===== src/rtl/seven_seg_pkg.sv =====
// Shared definitions for the two-digit seven-segment scanner:
// state encoding, the dark-segment constant and the active-low hex font.
// Optional feature macro used elsewhere in this slice: SEVEN_SEG_DIM_EN.
package seven_seg_pkg;

    typedef enum logic [2:0] {
        ST_IDLE = 3'd0,
        ST_DIG0 = 3'd1,
        ST_BLK0 = 3'd2,
        ST_DIG1 = 3'd3,
        ST_BLK1 = 3'd4
    } state_t;

    // Segments A..G are active-low, so all-ones is dark.
    localparam logic [6:0] SEG_OFF = 7'h7F;

    // Idle output: digit 0 selected, every segment dark.
    localparam logic [7:0] SS_DARK = {1'b0, SEG_OFF};

    // Active-low hex font, bit0 = segment A.
    function automatic logic [6:0] hex_font(input logic [3:0] nib);
        logic [6:0] seg;
        case (nib)
            4'h0:    seg = 7'h40;
            4'h1:    seg = 7'h79;
            4'h2:    seg = 7'h24;
            4'h3:    seg = 7'h30;
            4'h4:    seg = 7'h19;
            4'h5:    seg = 7'h12;
            4'h6:    seg = 7'h02;
            4'h7:    seg = 7'h78;
            4'h8:    seg = 7'h00;
            4'h9:    seg = 7'h10;
            4'hA:    seg = 7'h08;
            4'hB:    seg = 7'h03;
            4'hC:    seg = 7'h46;
            4'hD:    seg = 7'h21;
            4'hE:    seg = 7'h06;
            default: seg = 7'h0E;
        endcase
        return seg;
    endfunction

endpackage


===== src/rtl/seven_seg_scanner_hex_decoder.sv =====
// Combinational nibble to active-low seven-segment pattern lookup.
module seven_seg_hex_decoder
    import seven_seg_pkg::*;
(
    input  logic [3:0] nibble,
    output logic [6:0] seg
);

    assign seg = hex_font(nibble);

endmodule


===== src/rtl/seven_seg_scanner.sv =====
// Two-digit seven-segment scanner for the port 1A PMOD.
// Scans display[3:0] then display[7:4] with dark gaps between digits; new
// values are taken through a one-entry pending buffer and only land in the
// display register on entry to DIG0, so a frame never mixes two values.
// Optional macro SEVEN_SEG_DIM_EN adds a 4-bit brightness input that PWMs
// the segments during each digit period.
//
//   state | meaning
//   ------+-------------------------------------------------------
//   IDLE  | scanning disabled, output dark, digit 0 selected
//   DIG0  | digit 0 lit with display[3:0]
//   BLK0  | all segments dark, select already moved to digit 1
//   DIG1  | digit 1 lit with display[7:4]
//   BLK1  | all segments dark, select back on digit 0; last cycle ends frame
module seven_seg_scanner
    import seven_seg_pkg::*;
#(
    parameter int DIGIT_CYCLES = 12000,
    parameter int BLANK_CYCLES = 120
) (
    input  logic       CLK,
    input  logic       RST,
    input  logic       enable,
    input  logic [7:0] value,
    input  logic       value_valid,
`ifdef SEVEN_SEG_DIM_EN
    input  logic [3:0] brightness,
`endif
    output logic       value_ready,
    output logic [7:0] ss_top,
    output logic       frame_done
);

    localparam int CNT_MAX = (DIGIT_CYCLES > BLANK_CYCLES) ? DIGIT_CYCLES : BLANK_CYCLES;
    localparam int CNT_W   = (CNT_MAX > 1) ? $clog2(CNT_MAX) : 1;

    // Counter holds cycles remaining after the current one, so a load of N-1
    // gives a state lasting exactly N cycles.
    localparam logic [CNT_W-1:0] DIG_LOAD = CNT_W'(DIGIT_CYCLES - 1);
    localparam logic [CNT_W-1:0] BLK_LOAD = CNT_W'(BLANK_CYCLES - 1);
    localparam logic [CNT_W-1:0] CNT_ONE  = CNT_W'(1);

    state_t           state;
    state_t           state_nxt;
    logic [CNT_W-1:0] cnt;
    logic [CNT_W-1:0] cnt_nxt;

    logic [7:0]       display_q;
    logic [7:0]       display_nxt;
    logic [7:0]       pend_buf;
    logic             pend_full;

    logic             enter_dig0;
    logic             enter_dig1;
    logic             accept;
    logic [3:0]       nibble;
    logic [6:0]       font_seg;
    logic             seg_lit;
    logic [7:0]       ss_top_nxt;

    // State register and remaining-cycle counter.
    always_ff @(posedge CLK or posedge RST) begin
        if (RST) begin
            state <= ST_IDLE;
            cnt   <= '0;
        end else begin
            state <= state_nxt;
            cnt   <= cnt_nxt;
        end
    end

    // Next state and counter reload; dropping enable aborts straight to IDLE.
    always_comb begin
        state_nxt = state;
        cnt_nxt   = cnt;
        if ((state != ST_IDLE) && !enable) begin
            state_nxt = ST_IDLE;
            cnt_nxt   = '0;
        end else begin
            case (state)
                ST_IDLE: begin
                    if (enable) begin
                        state_nxt = ST_DIG0;
                        cnt_nxt   = DIG_LOAD;
                    end
                end
                ST_DIG0: begin
                    if (cnt == '0) begin
                        state_nxt = ST_BLK0;
                        cnt_nxt   = BLK_LOAD;
                    end else begin
                        cnt_nxt = cnt - CNT_ONE;
                    end
                end
                ST_BLK0: begin
                    if (cnt == '0) begin
                        state_nxt = ST_DIG1;
                        cnt_nxt   = DIG_LOAD;
                    end else begin
                        cnt_nxt = cnt - CNT_ONE;
                    end
                end
                ST_DIG1: begin
                    if (cnt == '0) begin
                        state_nxt = ST_BLK1;
                        cnt_nxt   = BLK_LOAD;
                    end else begin
                        cnt_nxt = cnt - CNT_ONE;
                    end
                end
                ST_BLK1: begin
                    if (cnt == '0) begin
                        state_nxt = ST_DIG0;
                        cnt_nxt   = DIG_LOAD;
                    end else begin
                        cnt_nxt = cnt - CNT_ONE;
                    end
                end
                default: begin
                    state_nxt = ST_IDLE;
                    cnt_nxt   = '0;
                end
            endcase
        end
    end

    assign enter_dig0 = (state_nxt == ST_DIG0) && (state != ST_DIG0);
    assign enter_dig1 = (state_nxt == ST_DIG1) && (state != ST_DIG1);

    // Ready comes straight off the buffer flag, so no path from value_valid.
    assign value_ready = !pend_full;
    assign accept      = value_valid && !pend_full;

    // The display register changes only on DIG0 entry; the output stage sees
    // the post-transfer value so the first lit cycle already shows it.
    assign display_nxt = (enter_dig0 && pend_full) ? pend_buf : display_q;

    // Pending buffer and display register. Accept needs an empty buffer and
    // transfer needs a full one, so the two never act on the same edge.
    always_ff @(posedge CLK or posedge RST) begin
        if (RST) begin
            pend_buf  <= 8'h00;
            pend_full <= 1'b0;
            display_q <= 8'h00;
        end else begin
            display_q <= display_nxt;
            if (accept) begin
                pend_buf  <= value;
                pend_full <= 1'b1;
            end else if (enter_dig0 && pend_full) begin
                pend_full <= 1'b0;
            end
        end
    end

    // One shared decoder; the nibble follows the state being entered.
    assign nibble = (state_nxt == ST_DIG1) ? display_nxt[7:4] : display_nxt[3:0];

    seven_seg_hex_decoder u_hex_decoder (
        .nibble (nibble),
        .seg    (font_seg)
    );

`ifdef SEVEN_SEG_DIM_EN
    logic [3:0] pwm;
    logic [3:0] pwm_nxt;

    // PWM phase restarts at every digit entry and runs only while a digit is lit.
    always_comb begin
        pwm_nxt = 4'd0;
        if (enter_dig0 || enter_dig1) begin
            pwm_nxt = 4'd0;
        end else if ((state_nxt == ST_DIG0) || (state_nxt == ST_DIG1)) begin
            pwm_nxt = pwm + 4'd1;
        end
    end

    // PWM phase register.
    always_ff @(posedge CLK or posedge RST) begin
        if (RST) begin
            pwm <= 4'd0;
        end else begin
            pwm <= pwm_nxt;
        end
    end

    assign seg_lit = (pwm_nxt <= brightness);
`else
    assign seg_lit = 1'b1;
`endif

    // Output pattern for the state being entered.
    always_comb begin
        ss_top_nxt = SS_DARK;
        case (state_nxt)
            ST_IDLE: ss_top_nxt = SS_DARK;
            ST_DIG0: ss_top_nxt = {1'b0, seg_lit ? font_seg : SEG_OFF};
            ST_BLK0: ss_top_nxt = {1'b1, SEG_OFF};
            ST_DIG1: ss_top_nxt = {1'b1, seg_lit ? font_seg : SEG_OFF};
            ST_BLK1: ss_top_nxt = {1'b0, SEG_OFF};
            default: ss_top_nxt = SS_DARK;
        endcase
    end

    // Registered output so the pins change on the same edge as the state.
    always_ff @(posedge CLK or posedge RST) begin
        if (RST) begin
            ss_top <= SS_DARK;
        end else begin
            ss_top <= ss_top_nxt;
        end
    end

    // Last cycle of BLK1; an enable drop leaves BLK1 early so no partial pulse.
    assign frame_done = (state == ST_BLK1) && (cnt == '0);

endmodule


===== config.mk =====
export PLATFORM = sky130hd
export DESIGN_NAME = seven_seg_scanner
export DESIGN_NICKNAME = d
export VERILOG_FILES = /design/src/rtl/seven_seg_pkg.sv /design/src/rtl/seven_seg_scanner_hex_decoder.sv /design/src/rtl/seven_seg_scanner.sv
export SDC_FILE = /design/constraint.sdc
export NUM_CORES = 1
export LEC_CHECK = 0
export BUFFER_PORTS_ARGS = -buffer_cell sky130_fd_sc_hd__buf_4
export CORE_ASPECT_RATIO = 1.75
export CORE_MARGIN = 5
export CORE_UTILIZATION = 45
export CTS_CLUSTER_DIAMETER = 100
export CTS_CLUSTER_SIZE = 40
export DETAILED_ROUTE_END_ITERATION = 6
export HOLD_SLACK_MARGIN = 0.1
export PLACE_DENSITY = 0.66
export SLEW_MARGIN = 10
export SYNTH_ARGS = -nofsm -noshare
export SYNTH_HDL_FRONTEND = slang
export SYNTH_SLANG_ARGS = --single-unit

===== constraint.sdc =====
create_clock -name CLK -period 3.8 [get_ports CLK]
set_input_delay 0.95 -clock CLK [delete_from_list [all_inputs] [get_ports CLK]]
set_output_delay 0.95 -clock CLK [all_outputs]
set_load 0.01 [all_outputs]

==> metrics.txt, run 1 <==
synthesis-to-finish area growth=12.6%; hold-fix buffers at CTS=0; number of vias in the routed layout=1,874; part of the cycle the worst path needs=86.1%; reg-to-reg startpoint=cnt[0]; critical path data required time=2.85 ns; final hold violation count=0; Final HPWL DP=3820 um; Synth Instances=254; M1 GR Usage=17.7%; most frequent cells after synthesis=sky130_fd_sc_hd__dfrtp_1 (35), sky130_fd_sc_hd__nand2_1 (27), sky130_fd_sc_hd__nor2_1 (17); Register-to-Register Path Depth=12; actual slew at the worst max-slew pin=0.663 ns; setup total negative slack=0 ns; Die W=65.5 um; slack of the worst reg-to-reg path=0.56 ns; dominant register cell in the synthesized netlist=sky130_fd_sc_hd__dfrtp_1; number of slew-limit violations in the final report=0; total number of H-tree levels=2; DRC errors left=0; antenna fix cells=0; proportion of synthesized chip area in sequential cells=43.6%; Clk pin slew, worst setup/hold paths=0.09 ns; Worst Setup Start Kind=flop; Die Y=107 um; proportion of synthesized flip-flops having asynchronous set or reset=100%; worst IR drop on VDD=0.272 mV; worst-case clock buffer depth=2; synthesized flop and latch total=42; Floorplan Core Area=5260 sq um; Crit Path Class=reg2out; via count of the first global-routing pass=1,877; Synth Area in Compound Gates=16.6%; buffer count from post-CTS setup fixing=0; maximum fanout along the worst path=14; Hold Path End=display_q[6]; Yosys top cell area share=36.1%; area share of xor/xnor cells in the synthesized design=2.52%; Final Power=1.39 mW; most common cell in the synthesized netlist=sky130_fd_sc_hd__dfrtp_1; Starting DRT DRC Count=73; mean post-synth cell area=9.56 sq um; starting density of the core=46.2%; Worst Clk Skew=0.00312 ns; maximum number of pins on one net before global-route repair=43; worst min-delay path startpoint=pend_buf[6]; wire per inst=15.2 um; DR pass1 iterations=4; setup repair after global routing missed its margin=false; library cell with the largest summed area after synthesis=sky130_fd_sc_hd__dfrtp_1; Post-DRT Antenna Nets=0; initial antenna violation count=0; Yosys warnings=0; count of flip-flops with a built-in enable after synthesis=0; met3 usage=2.62%; number of primary I/O pins=22; mux contribution to synthesized area=7.93%; setup slack after placement=0.530 ns; Reg2Reg Capture Point=ss_top[3]; number of nets in the final layout=294; RD Place Congestion=0.836; reported max-cap violation count=0; Power Density=507 nW/um^2; setup slack after layout=0.530 ns; clock root buffer=sky130_fd_sc_hd__clkbuf_8; grt met2 use=29.4%; number of gates given a new drive strength after cts=0; Max Clock Freq=0.306 GHz; number of different library cells in the post-synthesis netlist=52; insertion delay of the later-clocked pin in the worst-skew pair=0.30 ns; Final Util=52.0%; type of destination of the critical path=output pin; run status=finished clean; global-route wire length before repair=8660 um; final critical delay including setup and external delays=3.27 ns; critical path arrival=2.32 ns; Sink Count=42; CTS tree=built; mapped cell area=2430 sq um; Leakage=1.20 nW; minimum hold slack=0.487 ns; cells taking the most area after synthesis=sky130_fd_sc_hd__dfrtp_1 (36%), sky130_fd_sc_hd__dfstp_2 (7.6%), sky130_fd_sc_hd__nand2_1 (4.2%), sky130_fd_sc_hd__ha_1 (4.1%), sky130_fd_sc_hd__mux2_2 (3.7%); worst relative slew slack=55.7%; busiest layer in global routing=met2; # port buffers=21; per-cell via count in the routed design=5.68; total wire length after detailed routing=5010 um; Layout fillers=515; worst min-delay path class=reg2reg; adder and majority gate portion of the synthesized area=4.53%; Final setup viols=0; die area=7020 sq um; overall fraction of global-route tracks in use=16.0%; dominant combinational cell family by area after synthesis=simple AND/OR/NAND/NOR gates; clock buffers created by TritonCTS=5; fraction of layout instances using a drive strength above 1=20.7%; row count=35; simple logic cell fraction of the synthesized area=19.7%; instance count along the most critical hold path=2; net count after synthesis=274; aggregate global routing overflow=0
-- through the flow --
step           instances  cell area [sq um]
6_report             330               2730
5_1_grt              330               2730
3_5_place_dp         322               2640
2_1_floorplan        254               2430
4_1_cts              330               2730
3_3_place_gp         322               2640
-- flip-flops by register name, indices dropped and copies added (netlist names) --
name and cells:
cnt 14, display_q 8, pend_buf 8, ss_top 8
state 3, pend_full 1
-- power by group --
group | switching (mW) | internal [mW]
Sequential | 0.0626 | 0.563
Combinational | 0.240 | 0.215
Clock | 0.169 | 0.137
Total | 0.471 | 0.916
-- per-layer routing --
metal | vias up | wire [um]
li1 | 942 | -
met1 | 897 | 2000
met2 | 22 | 2780
met3 | 13 | 93
met4 | 0 | 129
met5 | - | 0
-- how the worst max path moves through the flow --
stage	startpoint	to	slack [ns]	cells past startpoint
after floorplan	cnt[0]	ss_top[3]	0.57	13
after global placement	enable	ss_top[3]	0.57	10
after detailed placement	enable	ss_top[3]	0.53	10
after CTS	cnt[0]	frame_done	0.51	7
after global routing	cnt[0]	ss_top[3]	0.22	12
final	cnt[0]	frame_done	0.53	7
-- area by class of cell --
cell class,instances,area (sq um),area share [%]
Timing Repair Buffer,28,210,7.69
Clock inverter,3,28.8,1.05
Tap cell,55,68.8,2.52
Multi-Input combinational cell,183,1240,45.5
Inverter,14,52.6,1.92
Sequential cell,42,1060,38.8
Clock buffer,5,68.8,2.52
-- cell usage in the layout, fill, tap and decap left out, types with 4 or more instances in the layout --
cell / synthesis / layout
sky130_fd_sc_hd__dfstp_2: 7 / 7
sky130_fd_sc_hd__clkbuf_8: 0 / 5
sky130_fd_sc_hd__o211ai_1: 4 / 4
sky130_fd_sc_hd__or3_1: 6 / 6
sky130_fd_sc_hd__o22a_1: 7 / 7
sky130_fd_sc_hd__ha_1: 8 / 8
sky130_fd_sc_hd__mux2_2: 8 / 8
sky130_fd_sc_hd__xnor2_1: 4 / 4
sky130_fd_sc_hd__nand3_1: 4 / 4
sky130_fd_sc_hd__mux2i_1: 8 / 8
sky130_fd_sc_hd__a21oi_1: 12 / 12
sky130_fd_sc_hd__o21ai_0: 16 / 16
sky130_fd_sc_hd__nor2_1: 17 / 17
sky130_fd_sc_hd__buf_4: 1 / 28
sky130_fd_sc_hd__nor3_1: 12 / 12
sky130_fd_sc_hd__dfrtp_1: 35 / 35
sky130_fd_sc_hd__nand2_1: 27 / 27
sky130_fd_sc_hd__inv_1: 14 / 13
-- worst max-delay path, stage by stage, from the launching register on --
cell and delay (ns):
sky130_fd_sc_hd__dfrtp_1 0.40, sky130_fd_sc_hd__inv_1 0.09, sky130_fd_sc_hd__ha_1 0.19, sky130_fd_sc_hd__or3b_1 0.42, sky130_fd_sc_hd__nor4_4 0.35, sky130_fd_sc_hd__buf_4 0.27
sky130_fd_sc_hd__and3_1 0.19, sky130_fd_sc_hd__buf_4 0.12
-- cell families after synthesis --
kind of cell,count (synthesis)
AOI/OAI and AO/OA,59
DFF,42
xor gates and xnor gates,7
and+or+nand+nor,90
buffers and inverters,29
muxes,18
adders and majority gates,9
No activity file was read; power rests on OpenSTA's default activity.
==> run 2, diff against run 1 <==
BUFFER_PORTS_ARGS = default   (was -buffer_cell sky130_fd_sc_hd__buf_4)
CELL_PAD_IN_SITES_DETAIL_PLACEMENT = 1   (was default)
CELL_PAD_IN_SITES_GLOBAL_PLACEMENT = 1   (was default)
DONT_BUFFER_PORTS = 1   (was default)
PLACE_DENSITY = 0.76   (was 0.66)
==> run 2 against run 1 <==
  * Clock skew grew 0.0018 ns
  * Cell count shrank 5.8%
  * First-iteration DRC count grew 4.1%
  * Wire length grew 15%
  * Register-to-register slack lost 0.06 ns
  * Sequential power grew 3%
  * Global-route usage grew 2.7 points
==> metrics.txt, run 2 (synthesis results as in run 1) <==
Crit Path Class=reg2out; Reg with most FFs=cnt; Layout fillers=598 (+16%); number of nets in the final layout=275 (-6.5%); # port buffers=0 (-100%); most frequent standard cell in the layout excluding fill and tap cells=sky130_fd_sc_hd__dfrtp_1; synthesis-to-finish area growth=8.35%; number of gates given a new drive strength after cts=0 (unchanged); final hold violation count=0 (unchanged); clock buffers created by TritonCTS=5 (unchanged); RD Place Congestion=0.834 (-0.25%); Die Y=107 um (unchanged); maximum fanout along the worst path=7 (-7); worst relative slew slack=53.9% (-1.8 points); cells along the critical path=inv_1 > ha_1 > or3b_1 > nor4_4 > buf_4 > and3_1; highest-delay cell along the critical path=sky130_fd_sc_hd__nor4_4; buffer count from post-CTS setup fixing=0 (unchanged); Starting DRT DRC Count=76 (+4.1%); fraction of layout instances using a drive strength above 1=14.8% (-5.9 points); Critical Path Max Stage Delay=0.50 ns (+0.08 ns); Floorplan Core Area=5260 sq um (unchanged); insertion delay of the later-clocked pin in the worst-skew pair=0.30 ns (about the same); DR pass1 iterations=4 (unchanged); DRC errors left=0 (unchanged); setup slack after layout=0.475 ns (-0.0550 ns); Die W=65.5 um (unchanged); setup repair after global routing missed its margin=false; total area of sequential cells=1060 sq um (unchanged); initial antenna violation count=0 (unchanged); final critical delay including setup and external delays=3.32 ns (+0.0550 ns); total number of H-tree levels=2 (unchanged); highest-count cells in the layout ignoring fill and taps=sky130_fd_sc_hd__dfrtp_1 (35), sky130_fd_sc_hd__nand2_1 (27), sky130_fd_sc_hd__nor2_1 (17), sky130_fd_sc_hd__o21ai_0 (16), sky130_fd_sc_hd__inv_1 (13); number of slew-limit violations in the final report=0 (unchanged); die area=7020 sq um (unchanged); Final HPWL DP=4410 um (+16%); critical path arrival=2.37 ns (+0.05 ns); reported max-cap violation count=0 (unchanged); wire per inst=18.6 um (+22%); via count of the first global-routing pass=2,086 (+11%); worst-case clock buffer depth=2 (unchanged); instance count along the most critical hold path=2 (unchanged); clock root buffer=sky130_fd_sc_hd__clkbuf_8; setup total negative slack=0 ns (unchanged); critical path data required time=2.85 ns (about the same); Max Clock Freq=0.301 GHz (-1.7%); global-route wire length before repair=10,100 um (+17%); worst min-delay path class=reg2reg; Sink Count=42 (unchanged); row count=35 (unchanged); actual slew at the worst max-slew pin=0.691 ns (+0.0271 ns); combined area of the multi-input logic cells=1240 sq um (unchanged); Clk pin slew, worst setup/hold paths=0.08 ns (about the same); part of the cycle the worst path needs=87.5% (+1.4 points); Worst Setup Start Kind=flop; Post-DRT Antenna Nets=0 (unchanged); worst IR drop on VDD=0.301 mV (+11%); Worst Clk Skew=0.00496 ns (+0.00183 ns); total wire length after detailed routing=5780 um (+15%); number of primary I/O pins=22 (unchanged); number of vias in the routed layout=1,897 (+1.2%); CTS tree=built; setup slack after placement=0.503 ns (-0.0277 ns); per-cell via count in the routed design=6.10 (+7.4%); Register-to-Register Path Depth=12 (unchanged); flip-flop count of the largest register after layout=14 (unchanged); Final setup viols=0 (unchanged); type of destination of the critical path=output pin; aggregate global routing overflow=0 (unchanged); Leakage=1.13 nW (-6.1%); maximum number of pins on one net before global-route repair=43 (unchanged); run status=finished clean; overall fraction of global-route tracks in use=18.7% (+2.7 points); starting density of the core=46.2% (unchanged); hold-fix buffers at CTS=0 (unchanged); antenna fix cells=0 (unchanged); Power Density=561 nW/um^2 (+11%)
==> run 2: area by class of cell <==
class	count	share of cell area [%]
clock buffers	5	2.62
inverters	14	2.00
multi-input cells	183	47.3
repair buffers	9	2.57
well taps	55	2.62
clock inverters	3	2.62
flip-flops and latches	42	40.3
==> run 2: power by group <==
group	leakage, nW	internal, mW	switching, mW
Clock	0.0683	0.263	0.166
Combinational	0.556	0.176	0.226
Sequential	0.503	0.565	0.0801
==> run 2: metrics by stage <==
stage	hold WS [ns]	total power [mW]	util [%]	instance area, sq um	instances
after floorplan	0.435	0.955	-	2430	254
after global placement	0.452	1.05	47.5	2490	303
after detailed placement	0.465	1.06	47.5	2490	303
after CTS	0.484	1.50	50.1	2630	311
after global routing	0.498	1.58	50.1	2630	311
final	0.479	1.48	50.1	2630	311
==> run 2: path summary, 6_finish.rpt <==
path                       slack (ns)            to        start
max in group asynchronous        2.77     ss_top[3]          RST
setup reg to reg                 0.50     ss_top[3]       cnt[0]
min in group asynchronous        0.65        cnt[6]          RST
setup / recovery                 0.48    frame_done       cnt[0]
hold reg to reg                  0.48  display_q[7]  pend_buf[7]
hold / removal                   0.48  display_q[7]  pend_buf[7]
==> run 2: layer usage <==
layer	share of wire [%]	vias up	GRT usage, %
li1	-	902	-
met1	39	959	19.0
met2	57	23	35.9
met3	1.6	13	3.04
met4	2.9	0	8.01
met5	0	-	0
==> run 2: worst max-delay path, delay by kind of cell, from the launching register on <==
kind          cells  cell delay (ns)
fa+ha+maj         1             0.20
buf+inv           2             0.33
flops             1             0.40
simple gates      3             1.14
==> run 3, diff against run 2 <==
CORE_UTILIZATION = 35   (was 45)
PLACE_DENSITY = 0.63   (was 0.76)
==> run 3 against run 2 <==
  * Clock power rose by 4.9%
  * Sequential share of layout area down 0.75 points
  * Combinational power about the same
  * Register-to-register slack lost 0.04 ns
  * Wire length up 4.8%
==> metrics.txt, run 3 (synthesis results as in run 1) <==
part of the cycle the worst path needs=88.0% (+0.51 points); Post-DRT Antenna Nets=0 (unchanged); number of vias in the routed layout=1,878 (-1.0%); clock root buffer=sky130_fd_sc_hd__clkbuf_16; Floorplan Core Area=6810 sq um (+30%); Die Y=120 um (+12%); worst-case clock buffer depth=2 (unchanged); global-route wire length before repair=10,300 um (+2.1%); via count of the first global-routing pass=2,066 (-0.96%); total area of sequential cells=1060 sq um (unchanged); setup repair after global routing missed its margin=false; starting density of the core=35.7% (-11 points); origin of the worst setup path=cnt[0]; number of nets in the final layout=275 (unchanged); antenna fix cells=0 (unchanged); run status=finished clean; total number of H-tree levels=2 (unchanged); total wire length after detailed routing=6060 um (+4.8%); type of destination of the critical path=flop; overall fraction of global-route tracks in use=15.4% (-3.3 points); number of gates given a new drive strength after cts=0 (unchanged); Reg with most FFs=cnt; Sink Count=42 (unchanged); Leakage=1.13 nW (+0.57%); Crit Path Class=reg2reg; final critical delay including setup and external delays=3.34 ns (+0.0195 ns); Final Power=1.50 mW (+1.5%); Final HPWL DP=4570 um (+3.5%); Critical Path Max Stage Delay=0.47 ns (-0.03 ns); clock buffers created by TritonCTS=5 (unchanged); RD Place Congestion=0.832 (-0.25%); Final setup viols=0 (unchanged); initial antenna violation count=0 (unchanged); insertion delay of the later-clocked pin in the worst-skew pair=0.30 ns (about the same); CTS tree=built; per-cell via count in the routed design=5.52 (-9.4%); DRC errors left=0 (unchanged); worst IR drop on VDD=0.312 mV (+3.9%); critical path arrival=3.55 ns (+1.18 ns); die area=8770 sq um (+25%); cells along the critical path=inv_1 > ha_1 > nor3b_1 > nand4_1 > a21o_1 > mux2i_1 > o21ai_0 > inv_1 > ha_1 > mux2_1 > mux2i_1 > nand2_1; number of slew-limit violations in the final report=0 (unchanged); most frequent standard cell in the layout excluding fill and tap cells=sky130_fd_sc_hd__dfrtp_1; buffer count from post-CTS setup fixing=0 (unchanged); worst min-delay path startpoint=pend_buf[6]; maximum number of pins on one net before global-route repair=43 (unchanged); Starting DRT DRC Count=60 (-21%); number of primary I/O pins=22 (unchanged); reported max-cap violation count=0 (unchanged); setup total negative slack=0 ns (unchanged); Power Density=559 nW/um^2 (-0.37%); Die W=73.0 um (+11%); worst relative slew slack=55.6% (+1.7 points); # port buffers=0 (unchanged); Layout fillers=818 (+37%); maximum fanout along the worst path=8 (+1); Worst Setup Start Kind=flop; DR pass1 iterations=3 (-1); Worst Clk Skew=0.00366 ns (-0.00129 ns); synthesis-to-finish area growth=10.4%; actual slew at the worst max-slew pin=0.664 ns (-0.0261 ns); fraction of layout instances using a drive strength above 1=14.8% (unchanged); final hold violation count=0 (unchanged); Clk pin slew, worst setup/hold paths=0.07 ns (about the same); aggregate global routing overflow=0 (unchanged); row count=40 (+14%); reg-to-reg startpoint=cnt[0]; worst min-delay path class=reg2reg; wire per inst=17.8 um (-4.1%); hold-fix buffers at CTS=0 (unchanged); combined area of the multi-input logic cells=1240 sq um (unchanged); flip-flop count of the largest register after layout=14 (unchanged); critical path data required time=4.01 ns (+1.16 ns); highest-delay cell along the critical path=sky130_fd_sc_hd__o21ai_0; Max Clock Freq=0.299 GHz (-0.58%); highest-count cells in the layout ignoring fill and taps=sky130_fd_sc_hd__dfrtp_1 (35), sky130_fd_sc_hd__nand2_1 (27), sky130_fd_sc_hd__nor2_1 (17), sky130_fd_sc_hd__o21ai_0 (16), sky130_fd_sc_hd__inv_1 (13)
## run 3: metal layers
layer | track usage (%) | part of all wire (%)
met5 | 0 | 0
met4 | 7.16 | 2.4
met3 | 2.83 | 1.9
met2 | 29.8 | 60
met1 | 14.9 | 36
## run 3: stage by stage
step	hold slack (ns)	setup WS (ns)	instances	utilization, %	area (sq um)
6_report	0.481	0.456	340	39.4	2680
5_1_grt	0.509	0.157	340	39.4	2680
4_1_cts	0.486	0.429	340	39.4	2680
3_5_place_dp	0.468	0.462	332	37.2	2530
3_3_place_gp	0.463	0.582	332	37.2	2530
2_1_floorplan	0.435	0.569	254	-	2430
## run 3: path summary, 6_finish.rpt
path	end	slack [ns]	cells past startpoint
worst max register to register	ss_top[3]	0.46	12
worst min-delay path	display_q[6]	0.48	2
worst max-delay path	ss_top[3]	0.46	12
max in group asynchronous	ss_top[3]	2.75	2
worst min register to register	display_q[6]	0.48	2
min in group asynchronous	cnt[6]	0.67	2
## run 3: critical path: cells and delay by family, from the launching register on
kind | cells | cell delay (ns)
simple gates | 3 | 0.71
compound gates | 2 | 0.79
fa+ha+maj | 2 | 0.48
flops | 1 | 0.39
mux | 3 | 0.59
buf+inv | 2 | 0.30
## run 3: layout make-up
class	instances	area share, %
Multi-Input combinational cell	183	46.4
Tap cell	84	3.92
Clock buffer	5	4.67
Timing Repair Buffer	9	2.52
Clock inverter	3	0.980
Inverter	14	1.96
Sequential cell	42	39.5
## run 3: power by group
part / internal [mW] / total (mW) / switching, mW
clock: 0.251 / 0.450 / 0.199
sequential: 0.566 / 0.644 / 0.0780
combinational: 0.177 / 0.405 / 0.228
total: 0.994 / 1.50 / 0.506
